### config.mk
export PLATFORM = sky130hd
export DESIGN_NAME = mac_layer_sequencer
export DESIGN_NICKNAME = d
export VERILOG_FILES = /design/src/rtl/mac_layer_sequencer.sv
export SDC_FILE = /design/constraint.sdc
export NUM_CORES = 1
export LEC_CHECK = 0
export CORE_UTILIZATION = 39
export DETAILED_ROUTE_END_ITERATION = 8
export DONT_BUFFER_PORTS = 1
export PLACE_DENSITY_LB_ADDON = 0.12
export REMOVE_ABC_BUFFERS = 1
export SYNTH_ARGS = -nofsm -noshare
export SYNTH_HDL_FRONTEND = slang
export SYNTH_SLANG_ARGS = --single-unit
### constraint.sdc
create_clock -name clk -period 2.43 [get_ports clk]
set_input_delay 0.1215 -clock clk [delete_from_list [all_inputs] [get_ports clk]]
set_output_delay 0.1215 -clock clk [all_outputs]
set_load 0.02 [all_outputs]
### src/rtl/mac_layer_sequencer.sv
// Sequences a shared MAC through one fully connected layer, neuron by neuron:
// generates memory read addresses, drives the MAC issue flags, then adds the
// bias, applies ReLU/saturation and writes each neuron output.
module mac_layer_sequencer #(
    parameter int DATA_WIDTH = 8,
    parameter int ACC_WIDTH  = 32,
    parameter int OUT_WIDTH  = 8,
    parameter int N_IN       = 4,
    parameter int N_OUT      = 3,
    parameter int MAC_LAT    = 1,
    parameter int FRAC_SHIFT = 0,
    parameter int RELU_EN    = 1,
    localparam int XW = (N_IN > 1) ? $clog2(N_IN) : 1,
    localparam int WW = (N_IN * N_OUT > 1) ? $clog2(N_IN * N_OUT) : 1,
    localparam int BW = (N_OUT > 1) ? $clog2(N_OUT) : 1
) (
    input  logic                  clk,
    input  logic                  rst_n,
    input  logic                  go,
    output logic                  busy,
    output logic                  done,
    output logic [XW-1:0]         x_addr,
    input  logic [DATA_WIDTH-1:0] x_data,
    output logic [WW-1:0]         w_addr,
    input  logic [DATA_WIDTH-1:0] w_data,
    output logic [BW-1:0]         b_addr,
    input  logic [ACC_WIDTH-1:0]  b_data,
    output logic                  mac_start,
    output logic                  mac_valid,
    output logic [DATA_WIDTH-1:0] mac_a,
    output logic [DATA_WIDTH-1:0] mac_b,
    input  logic [ACC_WIDTH-1:0]  mac_result,
    output logic                  y_we,
    output logic [BW-1:0]         y_addr,
    output logic [OUT_WIDTH-1:0]  y_data
);

    localparam int CW = (MAC_LAT > 0) ? $clog2(MAC_LAT + 1) : 1;

    localparam logic [XW-1:0] K_LAST = XW'(N_IN - 1);
    localparam logic [BW-1:0] J_LAST = BW'(N_OUT - 1);
    localparam logic [CW-1:0] D_LAST = CW'(MAC_LAT);

    localparam logic signed [ACC_WIDTH:0] SAT_MAX = (ACC_WIDTH + 1)'((2 ** (OUT_WIDTH - 1)) - 1);
    localparam logic signed [ACC_WIDTH:0] SAT_MIN = (ACC_WIDTH + 1)'(-(2 ** (OUT_WIDTH - 1)));

    typedef enum logic [2:0] {
        S_IDLE,
        S_FETCH,
        S_DRAIN,
        S_WRITE,
        S_DONE
    } state_t;

    state_t state, state_next;

    logic [BW-1:0] j;
    logic [XW-1:0] k;
    logic [WW-1:0] w_ptr;
    logic [CW-1:0] dcnt;
    logic          issue_start;
    logic          issue_valid;

    logic signed [ACC_WIDTH:0] sum;
    logic signed [ACC_WIDTH:0] shifted;
    logic signed [ACC_WIDTH:0] clipped;
    logic [OUT_WIDTH-1:0]      y_val;

    // State register
    always_ff @(posedge clk or negedge rst_n) begin
        if (!rst_n) begin
            state <= S_IDLE;
        end else begin
            state <= state_next;
        end
    end

    // Next-state decode
    always_comb begin
        state_next = state;
        case (state)
            S_IDLE:  if (go) state_next = S_FETCH;
            S_FETCH: if (k == K_LAST) state_next = S_DRAIN;
            S_DRAIN: if (dcnt == D_LAST) state_next = S_WRITE;
            S_WRITE: state_next = (j == J_LAST) ? S_DONE : S_FETCH;
            S_DONE:  state_next = S_IDLE;
            default: state_next = S_IDLE;
        endcase
    end

    // Neuron/term counters; w_ptr walks j*N_IN+k incrementally so no multiplier is needed
    always_ff @(posedge clk or negedge rst_n) begin
        if (!rst_n) begin
            j     <= '0;
            k     <= '0;
            w_ptr <= '0;
            dcnt  <= '0;
        end else begin
            case (state)
                S_IDLE: begin
                    if (go) begin
                        j     <= '0;
                        k     <= '0;
                        w_ptr <= '0;
                    end
                end
                S_FETCH: begin
                    dcnt <= '0;
                    if (k == K_LAST) begin
                        k <= '0;
                    end else begin
                        k     <= k + 1'b1;
                        w_ptr <= w_ptr + 1'b1;
                    end
                end
                S_DRAIN: begin
                    dcnt <= dcnt + 1'b1;
                end
                S_WRITE: begin
                    k <= '0;
                    if (j != J_LAST) begin
                        j     <= j + 1'b1;
                        w_ptr <= w_ptr + 1'b1;
                    end
                end
                S_DONE: begin
                    j     <= '0;
                    w_ptr <= '0;
                end
                default: ;
            endcase
        end
    end

    // Issue flags delayed one cycle to line up with the synchronous memory read data
    always_ff @(posedge clk or negedge rst_n) begin
        if (!rst_n) begin
            issue_start <= 1'b0;
            issue_valid <= 1'b0;
        end else begin
            issue_start <= (state == S_FETCH) && (k == '0);
            issue_valid <= (state == S_FETCH) && (k != '0);
        end
    end

    // Bias add, scaling shift, optional ReLU and saturation to the output width
    always_comb begin
        sum = $signed({mac_result[ACC_WIDTH-1], mac_result})
            + $signed({b_data[ACC_WIDTH-1], b_data});
        shifted = sum >>> FRAC_SHIFT;
        clipped = shifted;
        if ((RELU_EN != 0) && shifted[ACC_WIDTH]) begin
            clipped = '0;
        end
        if (clipped > SAT_MAX) begin
            y_val = SAT_MAX[OUT_WIDTH-1:0];
        end else if (clipped < SAT_MIN) begin
            y_val = SAT_MIN[OUT_WIDTH-1:0];
        end else begin
            y_val = clipped[OUT_WIDTH-1:0];
        end
    end

    assign busy      = (state == S_FETCH) || (state == S_DRAIN) || (state == S_WRITE);
    assign done      = (state == S_DONE);
    assign x_addr    = k;
    assign w_addr    = w_ptr;
    assign b_addr    = j;
    assign mac_start = issue_start;
    assign mac_valid = issue_valid;
    assign mac_a     = x_data;
    assign mac_b     = w_data;
    assign y_we      = (state == S_WRITE);
    assign y_addr    = j;
    assign y_data    = (state == S_WRITE) ? y_val : '0;

endmodule

==> results of run 1 <==
## layout make-up
cell class                 count  area, um^2
clock buffer                   3        41.3
sequential                    14         350
timing repair buffer         130        1000
tap                          102         128
inverter                      19        71.3
fill                         756        3380
multi-input combinational    354        2830
## report_power, final
group / internal (mW) / switching [mW]
Combinational: 0.743 / 0.886
Clock: 0.110 / 0.0779
Sequential: 0.328 / 0.185
Total: 1.18 / 1.15
## critical path: stages
cell and delay [ns]:
ha_4 0.23, a211oi_4 0.29, o21bai_4 0.10, o211ai_1 0.28, o211ai_1 0.22, o211ai_2 0.34, buf_4 0.19, mux2i_4 0.23
o311ai_4 0.15, buf_6 0.16, nor3_4 0.22, a21oi_4 0.11
## metal layers
metal,part of all wire,GRT usage,vias up,wire length (um)
met1,0.45,0.305,1679,4530
met5,0,0,-,0
met2,0.47,0.397,106,4790
li1,-,-,1773,-
met4,0.025,0.0716,0,251
met3,0.053,0.0390,21,537
## synthesized netlist by cell type (5+ instances only)
library cell / instances / area share
nand3_1: 12 / 0.019
xnor2_1: 9 / 0.025
buf_6: 8 / 0.028
o22ai_1: 5 / 0.0099
a21o_1: 6 / 0.014
and3_1: 6 / 0.012
a211oi_1: 5 / 0.012
o21ai_1: 6 / 0.0095
o2111ai_1: 5 / 0.014
nand2_1: 35 / 0.041
nor4_1: 8 / 0.016
a21oi_1: 41 / 0.065
inv_1: 19 / 0.022
a22o_1: 5 / 0.014
nand4_1: 10 / 0.020
nand2b_1: 6 / 0.012
o21ai_0: 27 / 0.043
o211ai_1: 6 / 0.014
nor2_1: 28 / 0.033
xor2_1: 5 / 0.014
ha_1: 36 / 0.14
dfrtp_1: 14 / 0.11
buf_4: 21 / 0.050
nor3_1: 22 / 0.035
## final timing paths
kind | from | endpoint
max | b_data[1] | y_data[2]
max in group asynchronous | rst_n | state[1]
min | go | state[0]
min reg2reg | state[1] | mac_valid
min in group asynchronous | rst_n | mac_valid
max reg2reg | b_addr[1] | w_addr[3]
## registers in the layout (all words and copies together) (netlist names)
| name | count |
|---|---|
| w_addr | 4 |
| mac_valid | 1 |
| state | 3 |
| x_addr | 2 |
| dcnt | 1 |
| b_addr | 2 |
| mac_start | 1 |
## repair_timing
action | in CTS | in global routing
hold buffers | 1 | 0
pin swaps | 19 | 18
setup endpoints to repair | 7 | 7
hold endpoints to repair | 14 | 0
setup buffers | 5 | 3
gates resized for setup | 52 | 18
## per-stage QoR
| stage | util | cell area [um^2] | setup WS [ns] | std cells | total power, mW |
|---|---|---|---|---|---|
| finish | 0.567 | 4420 | -0.359 | 622 | 2.33 |
| global placement | 0.503 | 3930 | -0.613 | 610 | 1.90 |
| detailed placement | 0.503 | 3930 | -0.701 | 610 | 1.93 |
| CTS | 0.552 | 4310 | -0.373 | 619 | 2.28 |
| floorplan | - | 2890 | -0.261 | 387 | 1.41 |
| global route | 0.567 | 4420 | -0.511 | 622 | 2.53 |
## cells by family (layout without fill, tap and decap cells)
| group | Yosys count | count (layout) | synth area share |
|---|---|---|---|
| flip-flops | 14 | 14 | 0.110 |
| adder cells (fa/ha/maj) | 37 | 37 | 0.148 |
| AND/OR/NAND/NOR | 152 | 152 | 0.253 |
| multiplexers | 5 | 5 | 0.0201 |
| buffers and inverters | 55 | 152 | 0.110 |
| AO/OA/AOI/OAI | 145 | 145 | 0.318 |
| other | 1 | 1 | 0.00118 |
| XOR/XNOR | 14 | 14 | 0.0387 |
==> reports/results.tsv, run 1 <==
metric	value	unit
Total Neg Setup Slack	-2.44	ns
static leakage	1.91	nW
CTS tree	built	
DRC	0	
Final Hold Viols	0	
Hold Slack	0.208	ns
Post-synth EDFFs	0	
Routed Antenna Nets	0	
Final GP Congestion	0.874	
largest net degree at the start of global routing	15	
Iter 0 DRT Violations	141	
Worst Hold Class	primary input to flip-flop	
R2R setup slack	0.49	ns
via count	3579	
Initial Util	0.406	
worst reg2reg path depth	7	
Root Buffer	clkbuf_8	
f_max	359	MHz
row count	32	
Hold Path Stages	3	
IO Count	122	
Worst Max-Slew Pin Slew	0.624	ns
VDD IR max	0.254	mV
failing checks	negative setup slack	
commonest non-fill, non-tap cell in the layout	buf_4	
Die Area	0.00850	mm^2
max-slew violations	0	
final worst setup slack	-0.359	ns
area grow syn2layout	39.4	%
total track usage	0.235	
CP endpoint kind	primary output	
clk_lat worst skew	0.24	ns
Worst Path Arrival	2.67	ns
first-pass iteration count of the detailed router	4	
final cycle utilization of the critical path	1.15	
commonest non-fill, non-tap cells in the layout	buf_4, nand2_1, a21oi_1	
first-pass GRT wire length	16500	um
Setup Skew	0.00205	ns
setup violators final	7	
initial antenna violation count	0	
Ys Warns	0	
mean cell area of the mapped netlist	7.50	um^2
I/O Buffers	0	
WL per Instance	16.3	um
layout cell share with drive strength beyond 1	0.375	
dpl hpwl	8250	um
Clock Sinks	14	
DIE HEIGHT	92.2	um
Cells after Synth	423	
status	finished with violations	
Max-slew headroom	0.583	
register area share after synthesis	0.110	
cts bufs inserted	3	
CP Data Required Time	2.31	ns
Synth Flop Type	dfrtp_1	
core area	0.00781	mm^2
Clock Pin Slew Worst Setup and Hold Paths	0.05	ns
RSZ-0062 raised after global routing	true	
worst setup path class	primary input to primary output	
minimum clock period	2.79	ns
crit-path max FO	3	
vias in the first global route	3508	
Synth Cell Area	0.00317	mm^2
ant diodes	0	
Yosys cell types	69	
Post-Route WL	10100	um
register bit total from synthesis	14	
startpoint types	primary input	
remaining global-route overflow	0	
max_cap viols	0	
routed vias/inst	5.75	
nets@finish	642	
Async S/R FF share, synth	1.00	
CTS H-tree lvls	1	
deepest clock path buffer count	2	
pwr/cell area	527	mW/mm^2
Die W	92.2	um
(Power assumes the default switching activity.)
==> inputs of run 2 (changes only) <==
CORE_UTILIZATION = 52   (was 39)
==> run 2 against run 1 <==
Clock skew grew 0.0045 ns; worst setup slack better by 0.015 ns; clock power is 23% higher; largest cell class unchanged; flip-flop and latch count is the same; critical path type unchanged; register-to-register slack gained 0.02 ns; count of clock-buffer cells in the layout is 1 higher; routed wire length grew 3.3%; the flow still finishes with violations (negative setup slack); hold slack worse by 0.0063 ns; non-clock buffer count shrank 2.
==> reports/results.tsv, run 2 (synthesized netlist as in run 1, its figures left out) <==
metric	value	unit
Initial Util	0.539	
Finished Cell Area	0.00433	mm^2
DP Area	0.00388	mm^2
cts bufs inserted	3	
I/O Buffers	0	
VDD IR max	0.526	mV
pwr/cell area	549	mW/mm^2
CP Data Required Time	2.31	ns
# fillers	456	
Setup Skew	0.00659	ns
setup violators final	7	
cell with the largest stage delay on the worst path	o211ai_2	
core area	0.00589	mm^2
nets@finish	640	
Internal Power	1.20	mW
layout cell share with drive strength beyond 1	0.374	
first-pass GRT wire length	16400	um
Design Power	2.38	mW
Die W	80.1	um
CTS H-tree lvls	1	
Clock Pin Slew Worst Setup and Hold Paths	0.06	ns
Final Hold Viols	0	
worst setup path class	primary input to primary output	
Root Buffer	clkbuf_8	
Die Area	0.00642	mm^2
cell chain of the critical path	ha_4, a211oi_4, o21bai_4, o211ai_1, o211ai_1, o211ai_2, buf_4, mux2i_4, o311ai_4, nor3_2, a21oi_1, buf_4	
Worst Max-Slew Pin Slew	0.632	ns
deepest clock path buffer count	2	
Iter 0 DRT Violations	260	
Hold Path Stages	3	
clk_lat worst skew	0.25	ns
failing checks	negative setup slack	
IO Count	122	
startpoint types	primary input	
row count	28	
dpl hpwl	7840	um
commonest non-fill, non-tap cell in the layout	buf_4	
first-pass iteration count of the detailed router	6	
post-placement cell count	581	
initial antenna violation count	0	
area grow syn2layout	36.6	%
Comb power frac	0.687	
CP endpoint kind	primary output	
Clock Sinks	14	
via count	3746	
DRC	0	
remaining global-route overflow	0	
worst reg2reg path depth	5	
P_sw	1.18	mW
Total Neg Setup Slack	-2.31	ns
CP peak stage delay	0.28	ns
max reg flops	4	
Seq pwr share	0.215	
Post-Route WL	10400	um
Hold Slack	0.202	ns
Non-Filler Instances	594	
Clock power frac	0.098	
WL per Instance	17.6	um
switching fraction of total power	0.495	
max_cap viols	0	
minimum clock period	2.77	ns
CTS tree	built	
total track usage	0.322	
commonest non-fill, non-tap cells in the layout	buf_4, a21oi_1, nand2_1	
DIE HEIGHT	80.1	um
max-slew violations	0	
vias in the first global route	3525	
Routed Antenna Nets	0	
static leakage	1.92	nW
Max-slew headroom	0.578	
Final GP Congestion	0.935	
Worst Path Arrival	2.65	ns
largest net degree at the start of global routing	15	
status	finished with violations	
routed vias/inst	6.31	
f_max	361	MHz
final worst setup slack	-0.344	ns
ant diodes	0	
Worst Hold Class	primary input to flip-flop	
crit-path max FO	7	
RSZ-0062 raised after global routing	true	
final cycle utilization of the critical path	1.14	
[run 2: worst max-delay path: cells and delay by family]
kind | cells | cell delay (ns)
compound gates | 7 | 1.44
buf+inv | 2 | 0.35
simple gates | 1 | 0.26
mux | 1 | 0.24
fa+ha+maj | 1 | 0.23
[run 2: final cells by class]
type	count	area, um^2	share of cell area
clock buffers	4	55.1	0.0127
multi-input cells	354	2780	0.642
inverters	19	71.3	0.0165
flip-flops and latches	14	350	0.0809
well taps	75	93.8	0.0217
repair buffers	128	978	0.226
[run 2: power groups by stage]
stage                     Clock [mW]  Combinational, mW  Sequential [mW]
after CTS                      0.225               1.54            0.502
after global routing           0.242               1.81            0.529
after floorplan                    0              0.897            0.513
after global placement             0               1.39            0.497
after detailed placement           0               1.44            0.506
final                          0.232               1.64            0.512
[run 2: worst paths after layout]
path | start | end | slack, ns
worst max-delay path | b_data[1] | y_data[2] | -0.34
worst min-delay path | go | state[0] | 0.20
worst max register to register | state[0] | w_addr[2] | 0.51
worst min register to register | state[2] | state[1] | 0.60
max in group asynchronous | rst_n | mac_valid | 1.69
min in group asynchronous | rst_n | b_addr[1] | 0.33
[run 2: timing repair]
item | CTS | global route
endpoints found under the hold margin | 14 | 0
setup endpoints to repair | 7 | 7
hold buffers | 1 | 0
gates resized for setup | 42 | 18
buffers inserted | 4 | 4
pin swaps | 20 | 31
[run 2: per-stage QoR]
step,worst slack [ns],utilization
floorplan,-0.261,-
global placement,-0.476,0.659
detailed placement,-0.494,0.659
CTS,-0.356,0.716
global route,-0.459,0.736
finish,-0.344,0.736
[run 2: layer usage]
layer,global-route usage,part of all wire,vias to the layer above
li1,-,-,1781
met1,0.398,0.41,1749
met2,0.579,0.51,188
met3,0.0455,0.063,28
met4,0.0857,0.020,0
met5,0,0,-
